===== src/rtl/dac_spi_tx_pkg.sv =====
// Shared types and frame geometry for the DAC SPI transmitter.
package dac_spi_pkg;

    localparam int FRAME_BITS = 16;
    localparam int CMD_W      = 4;
    localparam int PAD_W      = 4;
    localparam int DATA_W     = FRAME_BITS - CMD_W - PAD_W;

    typedef enum logic [2:0] {
        ST_IDLE,
        ST_SETUP,
        ST_SHIFT,
        ST_HOLD,
        ST_GAP
    } state_e;

    function automatic logic [FRAME_BITS-1:0] build_frame(
        input logic [CMD_W-1:0]  cmd,
        input logic [DATA_W-1:0] code
    );
        return {cmd, code, {PAD_W{1'b0}}};
    endfunction

endpackage


===== src/rtl/dac_spi_tx_if.sv =====
// Sweep-counter request side plus DAC pins of the SPI transmitter.
interface dac_spi_tx_if;
    import dac_spi_pkg::*;

    logic              spi_start;
    logic [DATA_W-1:0] voltage;
    logic              cs_n;
    logic              sclk;
    logic              mosi;
    logic              busy;
    logic              done;
    logic              overrun;

    modport master (
        output spi_start, voltage,
        input  cs_n, sclk, mosi, busy, done, overrun
    );

    modport slave (
        input  spi_start, voltage,
        output cs_n, sclk, mosi, busy, done, overrun
    );

endinterface


===== src/rtl/dac_spi_tx_tick_gen.sv =====
// Divide-by-DIV prescaler; tick marks the last clk of each sclk half-period.
module spi_tick_gen #(
    parameter int DIV = 2
) (
    input  logic clk,
    input  logic reset,
    input  logic clr,
    output logic tick
);
    localparam int CW = (DIV > 1) ? $clog2(DIV) : 1;

    logic [CW-1:0] cnt_q;

    assign tick = (cnt_q == CW'(DIV - 1));

    always_ff @(posedge clk or negedge reset) begin
        if (!reset)
            cnt_q <= '0;
        else if (clr || tick)
            cnt_q <= '0;
        else
            cnt_q <= cnt_q + 1'b1;
    end

endmodule


===== src/rtl/dac_spi_tx.sv =====
// Mode-1 SPI frame sender for the sweep DAC with a one-deep request buffer.
module dac_spi_tx
    import dac_spi_pkg::*;
#(
    parameter int               CLK_DIV    = 2,
    parameter logic [CMD_W-1:0] CMD_CODE   = 4'b0000,
    parameter int               GAP_CYCLES = 4
) (
    input  logic        clk,
    input  logic        reset,
    dac_spi_tx_if.slave bus
);
    localparam int GW = (GAP_CYCLES > 1) ? $clog2(GAP_CYCLES) : 1;

    state_e                state_q, state_d;
    logic [FRAME_BITS-1:0] sreg_q, sreg_d, frame;
    logic [3:0]            bit_q, bit_d;
    logic [GW-1:0]         gap_q, gap_d;
    logic [DATA_W-1:0]     pend_q, pend_d, load_val;
    logic                  pend_vld_q, pend_vld_d;
    logic                  sclk_q, sclk_d, mosi_q, mosi_d;
    logic                  done_q, done_d, ovr_q, ovr_d;
    logic                  cs_n_q, busy_q;
    logic                  load, tick, tick_clr, gap_end;

    assign gap_end  = (gap_q == GW'(GAP_CYCLES - 1));
    assign tick_clr = load || (state_q == ST_IDLE) || (state_q == ST_GAP);

    spi_tick_gen #(.DIV(CLK_DIV)) u_tick (
        .clk   (clk),
        .reset (reset),
        .clr   (tick_clr),
        .tick  (tick)
    );

    always_comb begin
        state_d    = state_q;
        sreg_d     = sreg_q;
        bit_d      = bit_q;
        gap_d      = gap_q;
        pend_d     = pend_q;
        pend_vld_d = pend_vld_q;
        sclk_d     = sclk_q;
        mosi_d     = mosi_q;
        done_d     = 1'b0;
        ovr_d      = ovr_q;
        load       = 1'b0;
        load_val   = bus.voltage;
        frame      = '0;

        if (bus.spi_start && state_q != ST_IDLE) begin
            pend_d     = bus.voltage;
            pend_vld_d = 1'b1;
            if (pend_vld_q)
                ovr_d = 1'b1;
        end

        case (state_q)
            ST_IDLE: begin
                if (pend_vld_q) begin
                    load     = 1'b1;
                    load_val = pend_q;
                end else if (bus.spi_start) begin
                    load = 1'b1;
                end
            end
            ST_SETUP: begin
                if (tick) begin
                    state_d = ST_SHIFT;
                    sclk_d  = 1'b1;
                    bit_d   = '0;
                end
            end
            ST_SHIFT: begin
                if (tick) begin
                    if (sclk_q) begin
                        sclk_d = 1'b0;
                    end else if (bit_q == 4'(FRAME_BITS - 1)) begin
                        state_d = ST_HOLD;
                        mosi_d  = 1'b0;
                    end else begin
                        bit_d  = bit_q + 1'b1;
                        sclk_d = 1'b1;
                        sreg_d = {sreg_q[FRAME_BITS-2:0], 1'b0};
                        mosi_d = sreg_q[FRAME_BITS-2];
                    end
                end
            end
            ST_HOLD: begin
                if (tick) begin
                    state_d = ST_GAP;
                    done_d  = 1'b1;
                    gap_d   = '0;
                end
            end
            ST_GAP: begin
                // Hand the queued request straight to SETUP so frames are spaced by exactly GAP_CYCLES;
                // a strobe landing on this cycle is the newest value and wins over the buffered one.
                if (gap_end) begin
                    if (bus.spi_start) begin
                        load = 1'b1;
                    end else if (pend_vld_q) begin
                        load     = 1'b1;
                        load_val = pend_q;
                    end else begin
                        state_d = ST_IDLE;
                    end
                end else begin
                    gap_d = gap_q + 1'b1;
                end
            end
            default: state_d = ST_IDLE;
        endcase

        if (load) begin
            frame      = build_frame(CMD_CODE, load_val);
            state_d    = ST_SETUP;
            sreg_d     = frame;
            mosi_d     = frame[FRAME_BITS-1];
            sclk_d     = 1'b0;
            pend_vld_d = 1'b0;
        end
    end

    always_ff @(posedge clk or negedge reset) begin
        if (!reset) begin
            state_q    <= ST_IDLE;
            sreg_q     <= '0;
            bit_q      <= '0;
            gap_q      <= '0;
            pend_q     <= '0;
            pend_vld_q <= 1'b0;
            sclk_q     <= 1'b0;
            mosi_q     <= 1'b0;
            done_q     <= 1'b0;
            ovr_q      <= 1'b0;
            cs_n_q     <= 1'b1;
            busy_q     <= 1'b0;
        end else begin
            state_q    <= state_d;
            sreg_q     <= sreg_d;
            bit_q      <= bit_d;
            gap_q      <= gap_d;
            pend_q     <= pend_d;
            pend_vld_q <= pend_vld_d;
            sclk_q     <= sclk_d;
            mosi_q     <= mosi_d;
            done_q     <= done_d;
            ovr_q      <= ovr_d;
            cs_n_q     <= !(state_d == ST_SETUP || state_d == ST_SHIFT || state_d == ST_HOLD);
            busy_q     <= (state_d != ST_IDLE);
        end
    end

    assign bus.cs_n    = cs_n_q;
    assign bus.sclk    = sclk_q;
    assign bus.mosi    = mosi_q;
    assign bus.busy    = busy_q;
    assign bus.done    = done_q;
    assign bus.overrun = ovr_q;

endmodule

===== src/flat_wrapper.sv =====
// flat-port wrapper written by rule: the top's interface ports become plain ports
module dac_spi_tx_flat import dac_spi_pkg::*;
#(
    parameter int               CLK_DIV    = 2,
    parameter logic [CMD_W-1:0] CMD_CODE   = 4'b0000,
    parameter int               GAP_CYCLES = 4
)
  (clk, reset, bus_spi_start, bus_voltage, bus_cs_n, bus_sclk, bus_mosi, bus_busy, bus_done, bus_overrun);
  dac_spi_tx_if bus_i ();
  input  logic clk;
  input  logic reset;
  input wire logic [$bits(bus_i.spi_start)-1:0] bus_spi_start;
  input wire logic [$bits(bus_i.voltage)-1:0] bus_voltage;
  output wire logic [$bits(bus_i.cs_n)-1:0] bus_cs_n;
  output wire logic [$bits(bus_i.sclk)-1:0] bus_sclk;
  output wire logic [$bits(bus_i.mosi)-1:0] bus_mosi;
  output wire logic [$bits(bus_i.busy)-1:0] bus_busy;
  output wire logic [$bits(bus_i.done)-1:0] bus_done;
  output wire logic [$bits(bus_i.overrun)-1:0] bus_overrun;
  assign bus_i.spi_start = bus_spi_start;
  assign bus_i.voltage = bus_voltage;
  assign bus_cs_n = bus_i.cs_n;
  assign bus_sclk = bus_i.sclk;
  assign bus_mosi = bus_i.mosi;
  assign bus_busy = bus_i.busy;
  assign bus_done = bus_i.done;
  assign bus_overrun = bus_i.overrun;
  dac_spi_tx #(.CLK_DIV(CLK_DIV), .CMD_CODE(CMD_CODE), .GAP_CYCLES(GAP_CYCLES)) u_core (.clk(clk), .reset(reset), .bus(bus_i));
endmodule

===== config.mk =====
export PLATFORM = sky130hd
export DESIGN_NAME = dac_spi_tx_flat
export DESIGN_NICKNAME = d
export VERILOG_FILES = /design/src/rtl/dac_spi_tx_pkg.sv /design/src/rtl/dac_spi_tx_if.sv /design/src/rtl/dac_spi_tx_tick_gen.sv /design/src/rtl/dac_spi_tx.sv /design/src/flat_wrapper.sv
export SDC_FILE = /design/constraint.sdc
export NUM_CORES = 1
export LEC_CHECK = 0
export ABC_AREA = 1
export BUFFER_PORTS_ARGS = -buffer_cell sky130_fd_sc_hd__clkbuf_2
export CAP_MARGIN = 20
export CORE_ASPECT_RATIO = 0.7
export CORE_MARGIN = 5
export CORE_UTILIZATION = 50
export DETAILED_ROUTE_END_ITERATION = 10
export GPL_ROUTABILITY_DRIVEN = 0
export PLACE_DENSITY = 0.68
export SYNTH_ARGS = -nofsm -noshare
export SYNTH_HDL_FRONTEND = slang
export SYNTH_SLANG_ARGS = --single-unit

===== constraint.sdc =====
create_clock -name clk -period 2.4 [get_ports clk]
set_clock_uncertainty 0.15 [all_clocks]
set_input_delay 0.12 -clock clk [delete_from_list [all_inputs] [get_ports clk]]
set_output_delay 0.12 -clock clk [all_outputs]
set_load 0.02 [all_outputs]

==> results_dict.tcl <==
set metrics [dict create \
    cts_setup_buffers 0 \
    status "complete, no violations" \
    clk_latency_ps 290 \
    routed_via_density 4.993 \
    tightestPinTransition_ps 874.5 \
    dp.cells 255 \
    dpl-instance-area_um2 1861 \
    yosysTopAreaCell "dfrtp_1" \
    start_util_pct 50.98 \
    track_usage_pct 16.34 \
    syn_inst 193 \
    hold_buffers 9 \
    layout_commonest_cell "nand2_1" \
    period_minus_slack_ps 1833 \
    arrival_ps 1860 \
    maxSlewViolCount 0 \
    coreArea_um2 3446 \
    rsz0062_at_grt "false" \
    wl_per_cell_um 12.03 \
    criticalPathCategory "reg -> reg" \
    dpl.hpwl_um 2349 \
    vias 1358 \
    ir_drop_mv 0.3900 \
    die_x_um 80.85 \
    final_area_um2 2043 \
    max_freq_mhz 545.6 \
    setup-tns-final_ps 0 \
    grt_pass1_vias 1295 \
    fp-row-count 18 \
    nets 234 \
    path_max_fanout 11 \
    diodes 0 \
    cts_made_buffers 5 \
    cts_resized 0 \
    drt_iter0_markers 98 \
    synth_top_area_share_pct 49.86 \
    maxSlewHeadroom_pct 41.70 \
    cts-root-buf "clkbuf_8" \
    end_kind "flip-flop" \
    hp-class "in -> reg" \
    startpoint_type "flip-flop" \
    ys_ff_latch 36 \
    drive_above_1_share_pct 20.27 \
    clk_path_buf_depth 2 \
    drv_cap 0 \
    fin_cells 272 \
    die_h_um 59.59 \
    setup_violations 0 \
    hold_depth 5 \
    clock-sinks 36 \
    ant_nets 0 \
    synth.avg_cell_area_um2 9.102 \
    ff2ff_setup_slack_ps 570 \
    grt_first_pass_wirelength_um 5913 \
    drt_pass1_iterations 4 \
    cts.htree.levels 2 \
    pin_count 17 \
    r2r_cells 4 \
    cts_tree "yes" \
    antenna_found_initial 0 \
    post-route-drc-count 0 \
    syn_area_um2 1757 \
    hold_viol_final 0 \
    final_cell_mix "nand2_1 (48), dfrtp_1 (35), nand3_1 (27)" \
    p_leak_nw 0.9895 \
    finalCritPeriodShare_pct 76.37 \
    p_per_area_nw_per_um2 556.4 \
    syn_to_final_growth_pct 16.31 \
    die_area_um2 4818 \
    synthDistinctLibCells 29 \
    grt_start_max_net_pins 37 \
    ys_warn_count 0 \
    io_buffers 16 \
    synthTopCellsByArea "dfrtp_1 (50%), nand2_1 (10%), nand3_1 (7.7%)" \
    synth_nets 206 \
    drt_wl_total_um 3272 \
    seq_area_frac_synth_pct 51.35 \
    power.total_mw 1.137 \
    overflow 0 \
    clkTransAtPathRegs_ps 70 \
    crit_required_ps 2430 \
]
==> path summary, 6_finish.rpt <==
kind | startpoint | endpoint
worst max-delay path | u_core.state_q[0]$_DFF_PN0_ | u_core.pend_q[0]$_DFFE_PN0P_
worst min-delay path | bus_spi_start | u_core.state_q[0]$_DFF_PN0_
worst max register to register | u_core.state_q[0]$_DFF_PN0_ | u_core.pend_q[0]$_DFFE_PN0P_
worst min register to register | u_core.bus.overrun$_DFFE_PN0P_ | u_core.bus.overrun$_DFFE_PN0P_
max in group asynchronous | reset | u_core.pend_q[6]$_DFFE_PN0P_
min in group asynchronous | reset | u_core.state_q[1]$_DFF_PN0_
==> layer usage <==
layer | GRT usage (%) | part of all wire (%)
met1 | 22.55 | 50
met2 | 23.63 | 42
met3 | 5.167 | 5.7
met4 | 7.229 | 2.1
met5 | 0 | 0
==> synth_stat cells <==
cell type	count
dfstp_2	1
dfrtp_1	35
nand4_1	1
xor2_1	1
nor2_4	2
mux2_2	1
nand3_4	1
nand3_1	27
nor2_1	10
nand3_2	1
o22ai_2	1
inv_2	3
ha_1	2
nand3b_1	1
buf_2	1
nor2_2	2
mux2i_1	1
o21bai_1	1
inv_1	18
buf_6	3
nand2_4	1
or2_1	1
mux2_4	6
nand2_2	2
nand2_1	48
o21ai_0	5
o211ai_1	1
a21oi_1	5
o21ai_1	11
==> stage by stage <==
stage / util (%) / setup WS, ps / hold slack, ps
after detailed placement: 53.99 / 586.6 / 129.5
after CTS: 59.30 / 564.4 / 260.1
after floorplan: - / 907.6 / -325.6
after global placement: 53.99 / 645.4 / 115.3
final: 59.30 / 567.1 / 257.7
after global routing: 59.30 / 445.3 / 302.0
==> final cells by class <==
| class | count | area, um^2 |
|---|---|---|
| fill | 301 | 1403 |
| timing repair buffer | 25 | 170.2 |
| tap | 50 | 62.56 |
| multi-input combinational | 132 | 737.0 |
| sequential | 36 | 902.1 |
| clock inverter | 2 | 10.01 |
| clock buffer | 6 | 82.58 |
| inverter | 21 | 78.83 |
==> report_power, final <==
group / leakage [nW] / internal (mW) / switching (mW)
clock network: 0.0510 / 0.229 / 0.221
registers: 0.443 / 0.620 / 0.00766
logic: 0.496 / 0.0335 / 0.0259
==> cell families after synthesis <==
family | count (synthesis) | share of synthesized area, %
AO/OA/AOI/OAI | 24 | 7.549
flip-flops | 36 | 51.35
adder cells (fa/ha/maj) | 2 | 1.424
buffers and inverters | 25 | 6.694
XOR/XNOR | 1 | 0.4987
AND/OR/NAND/NOR | 97 | 26.14
multiplexers | 8 | 6.339
==> worst max-delay path, stage by stage (launching register included) <==
cell,delay (ps)
dfrtp_1,430
nor2_2,260
nand2_1,90
nand2_1,400
mux2_2,390
==> registers in the layout (all words and copies together), names as in the netlist <==
| signal | flops |
|---|---|
| u_core.bit_q | 4 |
| u_core.bus.busy | 1 |
| u_core.bus.cs_n | 1 |
| u_core.bus.done | 1 |
| u_core.bus.mosi | 1 |
| u_core.bus.overrun | 1 |
| u_core.bus.sclk | 1 |
| u_core.gap_q | 2 |
| u_core.pend_q | 8 |
| u_core.pend_vld_q | 1 |
| u_core.sreg_q | 11 |
| u_core.state_q | 3 |
| u_core.u_tick.tick | 1 |
No activity file was read; power rests on OpenSTA's default activity.
